[src/rtl/perf_event_monitor.sv]
// Performance event monitor: per-channel saturating event counters plus a cycle
// counter, with freeze/auto-stop control, snapshot shadows and a registered read port.
module perf_event_monitor #(
    parameter int NUM_CNT     = 4,
    parameter int CNT_W       = 32,
    parameter int CYCLE_LIMIT = 0,
    parameter int SEL_W       = 3
) (
    input  logic               clk_i,
    input  logic               rst_i,
    input  logic               start_i,
    input  logic [NUM_CNT-1:0] event_i,
    input  logic               freeze_i,
    input  logic               clear_i,
    input  logic               snap_i,
    input  logic [SEL_W-1:0]   sel_i,
    output logic [CNT_W-1:0]   rd_data_o,
    output logic [CNT_W-1:0]   cycle_o,
    output logic [NUM_CNT:0]   ovf_o,
    output logic [1:0]         state_o,
    output logic               done_o
);

    typedef enum logic [1:0] {
        S_IDLE   = 2'd0,
        S_RUN    = 2'd1,
        S_FROZEN = 2'd2,
        S_DONE   = 2'd3
    } state_e;

    localparam logic [CNT_W-1:0] MAX_VAL = '1;
    localparam logic [CNT_W-1:0] ONE     = CNT_W'(1);
    localparam logic [CNT_W-1:0] LIMIT   = CNT_W'(CYCLE_LIMIT);

    // Index NUM_CNT of the counter/shadow arrays is the cycle counter.
    state_e             state_q, state_d;
    logic [CNT_W-1:0]   cnt_q    [NUM_CNT+1];
    logic [CNT_W-1:0]   cnt_d    [NUM_CNT+1];
    logic [CNT_W-1:0]   shadow_q [NUM_CNT+1];
    logic [CNT_W-1:0]   shadow_d [NUM_CNT+1];
    logic [NUM_CNT:0]   ovf_q, ovf_d;
    logic [CNT_W-1:0]   rd_data_q, rd_data_d;
    logic [NUM_CNT:0]   hit;
    logic               count_en;

    assign hit = {1'b1, event_i};

    always_comb begin
        state_d   = state_q;
        cnt_d     = cnt_q;
        shadow_d  = shadow_q;
        ovf_d     = ovf_q;
        rd_data_d = '0;
        count_en  = 1'b0;

        case (state_q)
            S_IDLE:   if (start_i) state_d = S_RUN;
            S_RUN:    if (freeze_i) state_d = S_FROZEN;
                      else count_en = 1'b1;
            S_FROZEN: if (!freeze_i) state_d = S_RUN;
            default:  state_d = S_DONE;
        endcase

        // Saturate instead of wrapping; a hit while saturated is what flags overflow.
        if (count_en) begin
            for (int k = 0; k <= NUM_CNT; k++) begin
                if (hit[k]) begin
                    if (cnt_q[k] == MAX_VAL) ovf_d[k] = 1'b1;
                    else                     cnt_d[k] = cnt_q[k] + ONE;
                end
            end
            if ((CYCLE_LIMIT != 0) && (cnt_d[NUM_CNT] == LIMIT)) state_d = S_DONE;
        end

        // Shadows take the pre-increment values so a snapshot is edge-consistent.
        if (snap_i) shadow_d = cnt_q;

        for (int k = 0; k <= NUM_CNT; k++) begin
            if (sel_i == SEL_W'(k)) rd_data_d = shadow_q[k];
        end

        if (clear_i) begin
            state_d   = S_IDLE;
            cnt_d     = '{default: '0};
            shadow_d  = '{default: '0};
            ovf_d     = '0;
            rd_data_d = '0;
        end
    end

    always_ff @(posedge clk_i) begin
        if (rst_i) begin
            state_q   <= S_IDLE;
            cnt_q     <= '{default: '0};
            shadow_q  <= '{default: '0};
            ovf_q     <= '0;
            rd_data_q <= '0;
        end else begin
            state_q   <= state_d;
            cnt_q     <= cnt_d;
            shadow_q  <= shadow_d;
            ovf_q     <= ovf_d;
            rd_data_q <= rd_data_d;
        end
    end

    assign rd_data_o = rd_data_q;
    assign cycle_o   = cnt_q[NUM_CNT];
    assign ovf_o     = ovf_q;
    assign state_o   = state_q;
    assign done_o    = (state_q == S_DONE);

endmodule

[config.mk]
export PLATFORM = sky130hd
export DESIGN_NAME = perf_event_monitor
export DESIGN_NICKNAME = d
export VERILOG_FILES = /design/src/rtl/perf_event_monitor.sv
export SDC_FILE = /design/constraint.sdc
export NUM_CORES = 1
export LEC_CHECK = 0
export CAP_MARGIN = 20
export CORE_MARGIN = 2
export CORE_UTILIZATION = 35
export CTS_BUF_LIST = sky130_fd_sc_hd__clkbuf_4 sky130_fd_sc_hd__clkbuf_8
export DETAILED_ROUTE_END_ITERATION = 16
export PLACE_DENSITY_LB_ADDON = 0.2
export RECOVER_POWER = 25
export REMOVE_ABC_BUFFERS = 1
export SETUP_SLACK_MARGIN = 0.4
export SLEW_MARGIN = 20
export SYNTH_ARGS = -nofsm -noshare
export SYNTH_HDL_FRONTEND = slang
export SYNTH_SLANG_ARGS = --single-unit
[constraint.sdc]
create_clock -name clk_i -period 3 [get_ports clk_i]
set_input_delay 0.75 -clock clk_i [delete_from_list [all_inputs] [get_ports clk_i]]
set_output_delay 0.75 -clock clk_i [all_outputs]
set_load 0.02 [all_outputs]
==> results of run 1 <==
report_power, final:
group / internal [uW] / switching, uW
combinational: 159 / 268
sequential: 4780 / 5.91
clock: 2940 / 2040
sequential cells by signal, summed over array words and instances, names as in the netlist:
| register | count |
|---|---|
| rd_data_o | 32 |
| cnt_q | 128 |
| cycle_o | 32 |
| ovf_o | 5 |
| shadow_q | 160 |
| state_o | 2 |
kinds of logic (layout without fill, tap and decap cells):
| group | after synthesis | count (layout) |
|---|---|---|
| mux | 206 | 206 |
| simple gates | 696 | 696 |
| xor+xnor | 34 | 34 |
| flops | 359 | 359 |
| buf+inv | 172 | 312 |
| fa+ha+maj | 5 | 5 |
| compound gates | 327 | 327 |
layout make-up:
type / instances / area (sq um)
Clock buffer: 108 / 1361
Clock inverter: 8 / 67.56
Fill cell: 4509 / 26010
Inverter: 26 / 97.59
Multi-Input combinational cell: 1268 / 8332
Sequential cell: 359 / 7192
Tap cell: 600 / 750.7
Timing Repair Buffer: 170 / 1664
routing by layer:
layer	vias to the layer above	track usage	wire length [um]
met4	0	0.07545	1347
met2	352	0.3094	21180
met1	6658	0.2500	21150
met3	86	0.03216	2374
li1	6760	-	-
met5	-	0	0
metrics by stage:
step | total power, uW | cell area, sq um | hold WS, ns | cells
floorplan | 5054 | 15500 | 0.4474 | 1653
global placement | 5321 | 17990 | 0.4635 | 2423
detailed placement | 5322 | 17990 | 0.4781 | 2423
CTS | 10370 | 19430 | 0.4879 | 2539
global route | 10590 | 19460 | 0.5085 | 2539
finish | 10200 | 19460 | 0.4823 | 2539
critical path: cells and delay by family:
| kind | cells | cell delay (ns) |
|---|---|---|
| and+or+nand+nor | 1 | 0.14 |
| AOI/OAI and AO/OA | 1 | 0.28 |
| buffers and inverters | 4 | 1.91 |
path summary, 6_finish.rpt:
kind              slack [ns]                        to  cells past startpoint              startpoint
setup reg to reg        0.49    cnt_q[64]$_SDFFE_PP0P_                      7  cnt_q[64]$_SDFFE_PP0P_
hold / removal          0.48    cnt_q[49]$_SDFFE_PP0P_                      2  cnt_q[49]$_SDFFE_PP0P_
setup / recovery        0.43  rd_data_o[19]$_SDFF_PP0_                      6                   rst_i
hold reg to reg         0.48    cnt_q[49]$_SDFFE_PP0P_                      2  cnt_q[49]$_SDFFE_PP0P_
timing repair:
action,CTS,global route
pin swaps,1,4
resized for setup,7,11
endpoints found under the setup margin,18,32
synth_stat cells, drive strengths merged, types with 27 or more instances:
cell,n,area share
dfxtp,359,0.44
buf,44,0.019
a21oi,85,0.026
or4,40,0.019
nand3,59,0.018
clkbuf,102,0.024
nand4,58,0.022
o211a,27,0.017
mux2i,200,0.12
or3,74,0.029
o21ai,87,0.027
nand2,120,0.028
nor2,239,0.055
==> flow_summary.ini, run 1 <==
[logic_synthesis]
syn-instance-count = 1799
synth_top_family_by_area = simple AND/OR/NAND/NOR gates
ys_seq_area_frac = 0.4440
synth-simple-area-share = 0.2176
synth_xor_area_frac = 0.01840
avgSynthCellArea_sq_um = 8.998
synthAdderAreaFrac = 0.003865
synth-edff-count = 0
synthArstFlopShare = 0
yosysUniqueCellTypes = 60
synth_mux_area_frac = 0.1320
synth_compound_area_frac = 0.1358
ys_warn_count = 0
synth_area_sq_um = 16190
postSynthRegisterBits = 359
ys.flop_type = dfxtp_1

[worst_setup_path]
cp-start-kind = input port
cpPeakStageDelay_ns = 0.71
required_ns = 3.54
criticalPathCategory = in2reg
worstSetupEndpointType = register
worstPathCellList = dlygate4sd3_1 > buf_4 > nor2_4 > clkbuf_2 > clkbuf_1 > o211a_1
crit_path_top_delay_cell = clkbuf_1
worst-path-max-fanout = 17
worstPathArrival_ns = 3.11

[sta]
tns_ns = 0
fin_skew_ns = 0.02686
finalSetupViolCount = 0
rsz0062_at_grt = true
slew_violations = 0
max_freq_mhz = 389.4
fin_crit_sh = 0.8560
final.min_clock_period_ns = 2.568
tightest_slew_ns = 1.292
slew_headroom = 0.1389
hold_violations = 0
fin_ws_ns = 0.4320

[cts]
clk_latency_ns = 0.61
ctsLongestPathBuffers = 3
cts_root_buf = clkbuf_8
htreeDepth = 3
cts_hold_buf = 0
postCtsSetupBuffers = 0
cts.clk_slew.worst_paths_ns = 0.06
cts_tree = done
cts_sinks = 359
cts_made_buffers = 67

[floorplanning]
dieArea_sq_um = 47990
row_count = 78
die_h_um = 219.1
core-area_sq_um = 45480
start_util = 0.3559
fp.dieW_um = 219.1
io_pins = 85

[place]
globalplace.congestion = 0.9049
pre_cts_ws_ns = -0.3017
io_buffers = 84
post-dp-hpwl_um = 31790

[grt]
grt_pass1_wl_um = 72030
grt_max_degree = 60
grt_overflow = 0
antenna_found_initial = 0
grt_pass1_vias = 12963
grt_usage = 0.1899

[hold_path]
hp-class = reg2reg

[layout]
utilization = 0.4280
layout_common_cells = dfxtp_1 (355), nor2_1 (238), mux2i_1 (200)
antenna_cells = 0
mostFrequentLayoutCell = dfxtp_1
drive_gt1_frac = 0.1258
finalNetCount = 1910
synthToLayoutAreaGrowth_pct = 20.24

[power]
power_density_nw_per_um2 = 523.8
power.leakage_uw = 0.007034
ir_drop_uv = 226.3

[detailed_routing]
wl_um = 46040
drt_pass1_iterations = 5
viasPerCell = 5.457
drc = 0
via_count = 13856
postRouteAntennaNets = 0
wire_per_inst_um = 18.13
drt_iter0_markers = 1121

[flow_run]
cap_violations = 0

[outcome]
status = complete, no violations
Power figures use the tool's default switching activity.
==> run 2, diff against run 1 <==
--- a/config.mk
+++ b/config.mk
@@ -6,6 +6,7 @@
 export NUM_CORES = 1
 export LEC_CHECK = 0
 export CAP_MARGIN = 20
+export CORE_ASPECT_RATIO = 2
 export CORE_MARGIN = 2
 export CORE_UTILIZATION = 35
 export CTS_BUF_LIST = sky130_fd_sc_hd__clkbuf_4 sky130_fd_sc_hd__clkbuf_8
==> flow_summary.ini, run 2 (same netlist as run 1, synthesis figures left out) <==
[outcome]
status = complete, no violations

[power]
swShare = 0.2324
power_density_nw_per_um2 = 494.8
internal-power_uw = 7324
power.leakage_uw = 0.006965
switchingPower_uw = 2218
p_comb_frac = 0.046
power_frac_seq = 0.501
ir_drop_uv = 294.6
pwr-share-clk = 0.454

[layout]
largest_reg_flops = 160
mostFrequentLayoutCell = dfxtp_1
layout_common_cells = dfxtp_1 (351), nor2_1 (238), mux2i_1 (200)
drive_gt1_frac = 0.1265
finalNetCount = 1919
largest-register = shadow_q
utilization = 0.4220
reg_top3 = shadow_q: 160 flops, cnt_q: 128 flops
synthToLayoutAreaGrowth_pct = 19.12
fin_area_sq_um = 19280

[worst_setup_path]
r2r_slack_ns = 0.45
cp-start-kind = input port
worstSetupEndpointType = register
criticalPathCategory = in2reg
r2r_cells = 6
required_ns = 3.47
r2r-start = cnt_q[68]$_SDFFE_PP0P_
worstPathArrival_ns = 3.18
rr_endpoint = cnt_q[74]$_SDFFE_PP0P_
critPathLaunch = rst_i
worst-path-max-fanout = 22

[detailed_routing]
drt_iter0_markers = 650
wl_um = 49350
drt_pass1_iterations = 5
drc = 0
wire_per_inst_um = 19.72
viasPerCell = 5.518
postRouteAntennaNets = 0
via_count = 13812

[sta]
rsz0062_at_grt = true
hold_violations = 0
fin_skew_ns = 0.03939
slew_headroom = 0.2891
final.min_clock_period_ns = 2.709
slew_violations = 0
tightest_slew_ns = 1.066
finalSetupViolCount = 0
max_freq_mhz = 369.2
fin_crit_sh = 0.9030

[floorplanning]
row_count = 111
io_pins = 85
dieArea_sq_um = 48090
fp.dieW_um = 156.1
core-area_sq_um = 45690
start_util = 0.3543
die_h_um = 308.1

[cts]
cts_made_buffers = 52
cts_sinks = 359
clk_latency_ns = 0.63
cts_tree = done
cts.clk_slew.worst_paths_ns = 0.06
htreeDepth = 2
ctsLongestPathBuffers = 3
cts_root_buf = clkbuf_8

[hold_path]
hold_end = ovf_o[4]$_SDFFE_PP0P_
min_from = ovf_o[4]$_SDFFE_PP0P_
hp-class = reg2reg
holdPathStages = 2

[grt]
grt_pass1_wl_um = 76940
antenna_found_initial = 1
grt_usage = 0.2039
grt_max_degree = 46
grt_pass1_vias = 13774
grt_overflow = 0

[place]
io_buffers = 84
globalplace.congestion = 0.8199
post-dp-hpwl_um = 36410
placed_cell_area_sq_um = 18090

[flow_run]
cap_violations = 0
## run 2: cell types whose count changed in the layout (fill, tap and decap cells not counted), sizes merged
cell and change:
clkinvlp +1, buf +28, bufinv +3, dlygate4sd2 +2, diode +2, clkbuf -34
clkdlybuf4s50 -1, clkinv -1, dlymetal6s2s -1
## run 2: metal layers
layer,routed length [um],GRT usage
met5,0,0
met4,2546,0.1075
met3,1416,0.01981
met2,27020,0.4011
met1,18370,0.2072
## run 2: worst max path at each step
stage / endpoint / slack, ns / depth (start not counted)
floorplan: cnt_q[102]$_SDFFE_PP0P_ / -0.98 / 3
global route: shadow_q[131]$_SDFFE_PP0P_ / 0.23 / 5
CTS: cnt_q[154]$_SDFFE_PP0P_ / 0.40 / 6
detailed placement: cnt_q[154]$_SDFFE_PP0P_ / -0.35 / 6
global placement: cnt_q[154]$_SDFFE_PP0P_ / -0.32 / 6
finish: shadow_q[139]$_SDFFE_PP0P_ / 0.29 / 5
## run 2: worst max-delay path: stages
cell,delay (ns)
dlygate4sd3_1,0.54
or2_0,0.81
clkbuf_1,0.47
clkbuf_2,0.49
nor2_1,0.10
## run 2: cell type report
| class | count | area (sq um) |
|---|---|---|
| clock inverters | 11 | 160.2 |
| multi-input cells | 1268 | 8333 |
| inverters | 26 | 97.59 |
| repair buffers | 194 | 1817 |
| well taps | 565 | 706.9 |
| clock buffers | 78 | 967.2 |
| flip-flops and latches | 359 | 7197 |
| diodes | 2 | 5.005 |
| fillers | 4470 | 26410 |
## run 2: stage by stage
step	hold slack [ns]	setup WS, ns	setup TNS [ns]	cells	total power, uW
4_1_cts	0.4831	0.4009	0	2501	9670
6_report	0.4829	0.2911	0	2503	9541
3_3_place_gp	0.4603	-0.3177	-3.003	2412	5322
2_1_floorplan	0.4474	-0.9792	-272.75	1653	5054
3_5_place_dp	0.4681	-0.3527	-4.448	2412	5323
5_1_grt	0.5013	0.2287	0	2502	9850
## run 2: repair_timing
item | in CTS | in global routing
setup buffers | 0 | 0
endpoints found under the setup margin | 17 | 25
hold endpoints to repair | 0 | 0
pin swaps | 1 | 5
hold buffers | 0 | 0
gates resized for setup | 10 | 13
## run 2: power by group through the flow
stage / combinational, uW / sequential, uW / clock, uW
after floorplan: 161 / 4890 / 0
after global placement: 439 / 4880 / 0
after detailed placement: 439 / 4880 / 0
after CTS: 440 / 4780 / 4450
after global routing: 459 / 4770 / 4620
final: 435 / 4780 / 4330
